<file path="src/rtl/autoconfig_sequencer.sv">
// autoconfig_sequencer: presents the RAM and IDE autoconfig boards in turn, latches their bases and drives chip selects and DTACK.
module autoconfig_sequencer #(
  parameter logic [15:0] MFG_ID   = 16'hAFFF,
  parameter logic [7:0]  RAM_PROD = 8'hFF,
  parameter logic [7:0]  IDE_PROD = 8'hFE,
  parameter int          IDE_WAIT = 3
) (
  input  logic       cpu_clk,
  input  logic       cpu_reset,
  input  logic [7:0] AH,
  input  logic [5:0] AL,
  input  logic [3:0] D,
  input  logic       cpu_nas,
  input  logic       cpu_rw,
  input  logic       cpu_nlds,
  input  logic       cpu_nuds,
  input  logic       _configin,
  output logic       _configout,
  output logic [3:0] autoconfig_d,
  output logic       autoconfig_oe,
  output logic       dtack,
  output logic       ram_ce,
  output logic       ide_ce
);
  typedef enum logic [1:0] {CFG_RAM, CFG_IDE, DONE} cfg_t;
  typedef enum logic {IDLE, ACTIVE} cyc_t;
  localparam logic [2:0] WAIT = IDE_WAIT[2:0];
  cfg_t cfg_state;
  cyc_t cyc;
  logic nas_z, ac_l, ram_l, ide_l, wdone, ram_en, ide_en;
  logic [2:0] ram_base, cnt, cnt_nx;
  logic [7:0] ide_base;
  logic [3:0] ide_lo, nib, mfg;
  logic start, ac_hit, ide_match, ram_match, wr, ide_brd;
  logic [7:0] prod;
  assign start = !cpu_nas & nas_z;
  assign ac_hit = (AH == 8'hE8) & (cfg_state != DONE) & !_configin;
  assign ide_match = ide_en & (AH == ide_base);
  assign ram_match = ram_en & (AH[7:5] == ram_base);
  assign ide_ce = ide_match & (cyc == ACTIVE);
  assign ram_ce = ram_match & !ide_ce;
  assign autoconfig_oe = (cyc == ACTIVE) & ac_l & cpu_rw;
  assign _configout = cfg_state != DONE;
  assign wr = (cyc == ACTIVE) & !cpu_nas & !cpu_rw & !(cpu_nlds & cpu_nuds) & ac_l & !wdone;
  assign cnt_nx = (cnt == 3'd7) ? 3'd7 : cnt + 3'd1;
  assign ide_brd = cfg_state != CFG_RAM;
  assign prod = ide_brd ? IDE_PROD : RAM_PROD;
  always_comb begin
    mfg = AL[1:0] == 2'd0 ? MFG_ID[15:12] : AL[1:0] == 2'd1 ? MFG_ID[11:8] :
          AL[1:0] == 2'd2 ? MFG_ID[7:4] : MFG_ID[3:0];
    nib = AL == 6'h00 ? (ide_brd ? 4'hD : 4'hE) :
          AL == 6'h01 ? (ide_brd ? 4'h1 : 4'h6) :
          AL == 6'h02 ? prod[7:4] :
          AL == 6'h03 ? prod[3:0] :
          AL == 6'h04 ? (ide_brd ? 4'hF : 4'h3) :
          AL[5:2] == 4'h2 ? mfg :
          AL[5:1] == 5'h10 ? 4'h0 : 4'hF;
  end
  // decode is frozen at the start edge so a config commit only affects the following cycle
  always_ff @(posedge cpu_clk or posedge cpu_reset) begin
    if (cpu_reset) begin
      cfg_state <= CFG_RAM;
      cyc <= IDLE;
      nas_z <= 1'b1;
      {ac_l, ram_l, ide_l, wdone, ram_en, ide_en, dtack} <= '0;
      ram_base <= '0;
      ide_base <= '0;
      ide_lo <= '0;
      cnt <= '0;
      autoconfig_d <= 4'hF;
    end else begin
      nas_z <= cpu_nas;
      if (start) begin
        cyc <= ACTIVE;
        ac_l <= ac_hit;
        ram_l <= ram_match & !ide_match;
        ide_l <= ide_match;
        cnt <= '0;
        wdone <= 1'b0;
        dtack <= 1'b0;
        autoconfig_d <= nib;
      end else if (cyc == ACTIVE) begin
        if (cpu_nas) begin
          cyc <= IDLE;
          dtack <= 1'b0;
        end else begin
          cnt <= cnt_nx;
          dtack <= ac_l | ram_l | (ide_l & (dtack | cnt_nx == WAIT | WAIT == 3'd0));
          if (wr) begin
            wdone <= 1'b1;
            if (cfg_state == CFG_RAM) begin
              if (AL == 6'h24) begin
                ram_base <= D[3:1];
                ram_en <= 1'b1;
                cfg_state <= CFG_IDE;
              end else if (AL == 6'h26) cfg_state <= CFG_IDE;
            end else if (cfg_state == CFG_IDE) begin
              if (AL == 6'h25) ide_lo <= D;
              else if (AL == 6'h24) begin
                ide_base <= {D, ide_lo};
                ide_en <= 1'b1;
                cfg_state <= DONE;
              end else if (AL == 6'h26) cfg_state <= DONE;
            end
          end
        end
      end else wdone <= 1'b0;
    end
  end
endmodule

</file>
<file path="config.mk">
export PLATFORM = sky130hd
export DESIGN_NAME = autoconfig_sequencer
export DESIGN_NICKNAME = d
export VERILOG_FILES = /design/src/rtl/autoconfig_sequencer.sv
export SDC_FILE = /design/constraint.sdc
export NUM_CORES = 1
export LEC_CHECK = 0
export CORE_MARGIN = 1.5
export CORE_UTILIZATION = 54
export DETAILED_ROUTE_END_ITERATION = 8
export PLACE_DENSITY = 0.84
export SKIP_CTS_REPAIR_TIMING = 1
export SLEW_MARGIN = 10
export SYNTH_ARGS = -nofsm -noshare
export SYNTH_HDL_FRONTEND = slang
export SYNTH_SLANG_ARGS = --single-unit
export TNS_END_PERCENT = 1
</file>
<file path="constraint.sdc">
create_clock -name cpu_clk -period 4.1 [get_ports cpu_clk]
set_input_delay 0.615 -clock cpu_clk [delete_from_list [all_inputs] [get_ports cpu_clk]]
set_output_delay 0.615 -clock cpu_clk [all_outputs]
set_load 0.02 [all_outputs]
</file>
==> metrics list <==
- The flow ran to the end, and the final reports show no timing, DRC or antenna violations.
- In this run the worst setup path terminates at ide_ce.
* Count of max-cap constraint violations: 0
- Number of buffers inserted by port buffering: 33
- In the routed design, unresolved DRC markers number 0.
- Relative max-transition margin: a little over two fifths
* Number of top-level design ports: 34
* Final Cycle Share: roughly 75%
- The final number of max-transition violations was 0.
- In this run the standard cell core region covers between 2000 and 3000 um2.
* Clock transition time at the flip-flop clock pins of the worst setup and hold paths: 90 ps
- Among all flip-flop cells after synthesis, the most frequent one is dfrtp_1.
* Clk sinks: 33
- Worst-case hold slack: 463.0 ps
- Worst Path Max Fanout: 3
* Syn. warnings: 0
- Ranked by total cell area, the synthesized netlist is headed by dfrtp_1 (42%), mux2_2 (8.8%), dfstp_2 (7.9%), xnor2_1 (5.8%), mux2_4 (3.6%).
* Num CTS Buffers: 5
* Most common cell after layout, fill and taps aside: clkdlybuf4s50_1
* EDFF count, synth: 0
* Placement-stage cell area: 2012 um2
- The floorplan step defined a die boundary enclosing 3406 um2.
- Number of nets with antenna violations after routing: 0
* Number of global-route vias before repair: 1,361
- Number of storage elements in the synthesis netlist: 33
- Routed Wire Length: roughly 3700 um
* Total net switching power: roughly 160 uW
* Summed instance area of the synthesized netlist: 1655 um2
* Static power due to leakage: 0.9194 nW
- Hpwl dp: roughly 2700 um
- Number of vias per cell after detailed routing: 6.050
* Final count of hold timing violations: 0
- Synthesis produced 150 cells.
* Worst Tran Pin Value: roughly 860 ps
- Share of power burned in combinational logic: between 10% and 20%
- Path depth of the worst reg2reg path: 4
- The first detailed-routing pass took 4 iterations.
- Highest-count cells in the layout ignoring fill and taps: clkdlybuf4s50_1 (33), dfrtp_1 (28), mux2_2 (13)
- Areal power density over the cells: 329.7 nW/um2
* Setup crit start kind: input port
- For this run the aggregate overflow at the end of global routing stands at 0.
- The share of the Yosys chip area taken by registers is 50.26%.
- Clock network fraction of total power: 36.7%
- Placed instance count: 212
- Final cell utilization of the core: 74.13%
* Int Power: 530.3 uW
- For this configuration, the core starts out at a cell density of 58.51%.
- IR analysis of the VDD net gives a maximum drop of 0.0002702 V.
- Arrival @ worst endpoint: 2450 ps
* Data required time at the worst endpoint: 3480 ps
- In this run, distinct cell masters in the synthesized netlist total 41.
- Root buf cell: clkbuf_4
- Of the total power, the share spent switching nets is around a quarter.
- Counting flops with an async set or reset pin after synthesis yields a share of 100.0%.
- Number of antenna violations at the first check in global routing: 0
* Count of inserted antenna diode cells: 0
- The H-tree was split into 2 levels.
* Sequential power share: 50.0%
* R2r startpoint: cyc$_DFF_PP0_
* Std cell rows: 19
* Biggest area consumer among synthesized cells: dfrtp_1
* Die X-Extent: 58.37 um
* Nets: ~210
- In this run the critical register-to-register path is captured at ram_base[0]$_DFFE_PP0P_.
- Setup repair after global routing left no endpoint under its margin.
- HP Class: reg -> reg
- Kind of critical path: in -> out
- Worst clock skew: roughly 3.5 ps
- CTS Buffer Depth: 2
- For the finished layout, the period the worst path requires is 3070 ps.
- Dividing the detail-routed wire length by the instance count gives 16.79 um.
* Minimum setup slack among reg-to-reg paths: 1800 ps
- Vias: approximately 1,300
- Total global routing track utilization: 25.35%
- Measured along the y axis, the die boundary spans 58.37 um.
- Entering global routing, the biggest net connects 34 pins.
- Total setup violations reported at the end of the flow: 0
* Share of final-layout standard cells stronger than drive strength 1: between 10% and 20%
* Clock latency at the later pin of the worst-skew pair: between 300 and 400 ps
* Post-layout instance count excluding filler cells: 220
- From synthesis to final layout, the design area changed by 26.68%.
- A synthesized cell averages between 10 and 15 um2.
- In the final timing run, aggregate negative setup slack is 0 ps.
* Detailed Route Iter0 Violations: 56
* Net count after synthesis: between 150 and 200
* Clock tree from TritonCTS: yes
- Timing would allow up to around 330 MHz.
- Worst Setup SP: AH[6]
- Crit end category: primary output
- Area share of the largest cell type after synthesis: 42.33%
- Wire length of the first global-routing pass: 6396 um
- The finished cells cover 2097 um2.
- Routability-driven placement finished with a final weighted congestion of approximately 0.9.
[state kept, by name, summed over array words and instances, names as in the netlist]
| signal | flops |
|---|---|
| ide_base | 8 |
| ram_l | 1 |
| ram_base | 3 |
| cnt | 3 |
| ram_en | 1 |
| cyc | 1 |
| ide_lo | 4 |
| ide_en | 1 |
| nas_z | 1 |
| wdone | 1 |
| dtack | 1 |
| cfg_state | 2 |
| autoconfig_d | 4 |
| ide_l | 1 |
| ac_l | 1 |
[synth_stat cells (all sizes together), types with 4 or more instances]
| library cell | count |
|---|---|
| dfrtp | 28 |
| mux2 | 17 |
| a21oi | 7 |
| nand2 | 8 |
| xnor2 | 11 |
| nor4 | 4 |
| nand3 | 5 |
| nor2 | 12 |
| dfstp | 5 |
| o21ai | 10 |
| nor3 | 5 |
[worst max-delay path, cell delays in order]
cell	delay, ps
clkdlybuf4s50_1	560
xnor2_1	150
nand4_1	130
nor4_1	320
clkdlybuf4s50_1	680
[per-layer routing]
| layer | part of all wire [%] | track usage, % |
|---|---|---|
| met5 | 0 | 0 |
| met4 | 1.7 | 9.967 |
| met3 | 4.5 | 5.055 |
| met2 | 54 | 44.78 |
| met1 | 40 | 30.29 |
[power groups by stage]
stage	sequential (mW)	combinational, mW	clock (mW)
2_1_floorplan	0.356	0.0378	0
3_3_place_gp	0.351	0.0862	0
3_5_place_dp	0.352	0.0910	0
4_1_cts	0.346	0.0922	0.258
5_1_grt	0.348	0.101	0.270
6_report	0.346	0.0919	0.254
[logic make-up (layout without fill, tap and decap cells)]
group,count (synthesis),after routing,synth area share [%]
fa+ha+maj,1,1,0.7557
simple gates,56,56,18.90
buf+inv,5,44,1.663
flops,33,33,50.26
xor+xnor,12,12,6.349
mux,18,18,13.08
compound gates,25,25,8.996
[how the worst min path moves through the flow]
stage	cells past startpoint	start	end	slack, ps
after floorplan	1	ram_en$_DFFE_PP0P_	ram_en$_DFFE_PP0P_	440
after global placement	2	autoconfig_d[3]$_DFFE_PP1P_	autoconfig_d[3]$_DFFE_PP1P_	450
after detailed placement	2	autoconfig_d[3]$_DFFE_PP1P_	autoconfig_d[3]$_DFFE_PP1P_	450
after CTS	2	autoconfig_d[3]$_DFFE_PP1P_	autoconfig_d[3]$_DFFE_PP1P_	460
after global routing	2	autoconfig_d[3]$_DFFE_PP1P_	autoconfig_d[3]$_DFFE_PP1P_	500
final	2	autoconfig_d[3]$_DFFE_PP1P_	autoconfig_d[3]$_DFFE_PP1P_	460
[through the flow]
stage          power [mW]  setup slack [ps]
5_1_grt            0.7188             921.5
3_3_place_gp       0.4375              1052
4_1_cts            0.6964              1022
2_1_floorplan      0.3941              1577
6_report           0.6914              1030
3_5_place_dp       0.4434              1023
[area by class of cell]
type,count,area [um2]
Tap cell,31,38.79
Clock inverter,1,30.03
Clock buffer,7,55.05
Multi-Input combinational cell,112,795.8
Fill cell,227,732.0
Sequential cell,33,832.0
Inverter,2,7.507
Timing Repair Buffer,34,337.8
Note: power is estimated with default switching activity, not from simulation.
==> RTL edit, RTL diff (same settings) <==
Encoding of `cfg_t`: now one-hot (3 bits for 3 values).
--- a/src/rtl/autoconfig_sequencer.sv
+++ b/src/rtl/autoconfig_sequencer.sv
@@ -22,7 +22,7 @@
   output logic       ram_ce,
   output logic       ide_ce
 );
-  typedef enum logic [1:0] {CFG_RAM, CFG_IDE, DONE} cfg_t;
+  typedef enum logic [2:0] {CFG_RAM = 3'b001, CFG_IDE = 3'b010, DONE = 3'b100} cfg_t;
   typedef enum logic {IDLE, ACTIVE} cyc_t;
   localparam logic [2:0] WAIT = IDE_WAIT[2:0];
   cfg_t cfg_state;
Check against the original RTL: no difference found for any inputs over 10 cycles, from zero or initial values and one cycle with cpu_reset high; not proved beyond that.
==> RTL edit against the unedited design <==
Area after synthesis unchanged. Setup slack worse by 14 ps. Cell area up 0.42%. Sequential cell count up 1. Total power down 0.75%. Largest cell class unchanged. Wire length down 4.6%. Sequential share of layout area up 1.1 points. Core utilization up 0.31 points. Sequential power up 2%.
==> RTL edit: results (changes against the unedited design) <==
Placed design
  – Final GP Congestion: 0.8228 (-5.9%)
  – HPWL Detailed: 2638 um (-3.4%)
  – Placed cell area: 2023 um2 (+0.56%)

Clock network
  – Clock Tree Buf Depth: 2 (unchanged)
  – Clock slew at reported path FFs: 100 ps
  – CTS Root Cell: clkbuf_4
  – H-Tree Depth: 2 (unchanged)
  – Worst skew pair latency: 350 ps (+20 ps)

Critical path
  – Arrival time at the worst endpoint: 2470 ps (+20 ps)

Detailed routing
  – Drt via density: 5.927 (-2.0%)
  – Initial DRC Count: 64 (+14%)
  – Post-DR wirelength/cell: 16.09 um (-4.2%)

Synthesis
  – Synth top area cells: dfrtp_1 (42%), mux2_2 (12%), dfstp_2 (9.5%), xnor2_1 (5.8%), nand2_1 (2.5%)
  – Register area share after synthesis: 0.5185 (+0.01587)
  – Top cells by count, synth: dfrtp_1 (28), mux2_2 (18), nand2_1 (11), xnor2_1 (11), nor2_1 (10)
  – Net Count, Synth: 174 (-1.1%)
  – Synth cell types: 37 (-9.8%)

Power and ir drop
  – Max VDD drop: 0.2936 mV (+8.6%)
  – P_leak: 0.9152 nW (-0.46%)

STA
  – Slew @ Worst Pin: 828.4 ps (-27.80 ps)
  – Clk_skew: 13.70 ps (+10.25 ps)

Layout
  – Non-clock buffer share: 0.1604 (-0.0006702)
  – Final #Nets: 213 (-0.47%)
  – # fillers: 207 (-8.8%)
  – Post-layout instance area: 2106 um2 (+0.42%)
  – Register area: 858.3 um2 (+3.2%)
  – Multi-input gates: 108 (-3.6%)
  – Share of layout cells above drive strength 1: 0.2287 (+0.03825)
  – Invs w/o clock: 4 (+2)
  – Biggest regs: ide_base (8), autoconfig_d (4), ide_lo (4)
  – Clock-cell share: 0.03922 (-0.001357)
  – Multi-input logic area: 773.2 um2 (-2.8%)
  – CLK BUF: 5 (-2)
  – Seq cells: 34 (+3.0%)

GRT
  – Overall Global Routing Usage: 0.2396 (-0.01391)
  – Number of global-route vias before repair: 1340 (-1.5%)
  – Largest net degree at the start of global routing: 23 (-32%)
  – First-pass GRT wire length: 6023 um (-5.8%)

Worst hold path
  – Hold WC Path Type: register to register

Run status
  – Outcome: complete, no violations
RTL edit: per-layer routing:
metal / track usage / routed length (um) / vias up
met2: 0.3917 / 1733 / 36
met5: 0 / 0 / -
met4: 0.1262 / 72 / 0
li1: - / - / 617
met3: 0.04835 / 192 / 8
met1: 0.3009 / 1524 / 637
RTL edit: through the flow:
stage                     setup slack [ps]  cells
after CTS                             1027    219
after floorplan                       1577    148
after global routing                 925.3    219
final                                 1016    219
after global placement                1017    211
after detailed placement              1031    211
RTL edit: final timing paths:
path / start / to / slack, ps / cells past startpoint
max in group asynchronous: cpu_reset / cfg_state[0] / 2610 / 3
worst min-delay path: cfg_state[0] / cfg_state[0] / 490 / 1
worst max register to register: cyc / ide_base[3] / 1880 / 4
min in group asynchronous: cpu_reset / cnt[1] / 710 / 2
worst min register to register: cfg_state[0] / cfg_state[0] / 490 / 1
worst max-delay path: AH[5] / ide_ce / 1020 / 5
RTL edit: critical path: stages:
cell	delay, ps
clkdlybuf4s50_1	540
xnor2_1	140
nand3_1	110
nor4_1	360
clkdlybuf4s50_1	690
RTL edit: power by group:
group,total [W],switching [W],internal [W]
Clock,0.000251,0.000123,0.000128
Combinational,0.0000823,0.0000386,0.0000436
Sequential,0.000353,0.00000589,0.000347
Total,0.000686,0.000168,0.000519
RTL edit: cells by family (layout without fill, tap and decap cells):
family                     after synthesis  after routing  share of synthesized area
muxes                                   18             18                     0.1224
and+or+nand+nor                         56             56                     0.1996
buffers and inverters                    6             46                    0.01435
xor gates and xnor gates                11             11                    0.05820
adders and majority gates                1              1                   0.007557
DFF                                     34             34                     0.5185
AOI/OAI and AO/OA                       22             22                    0.07937
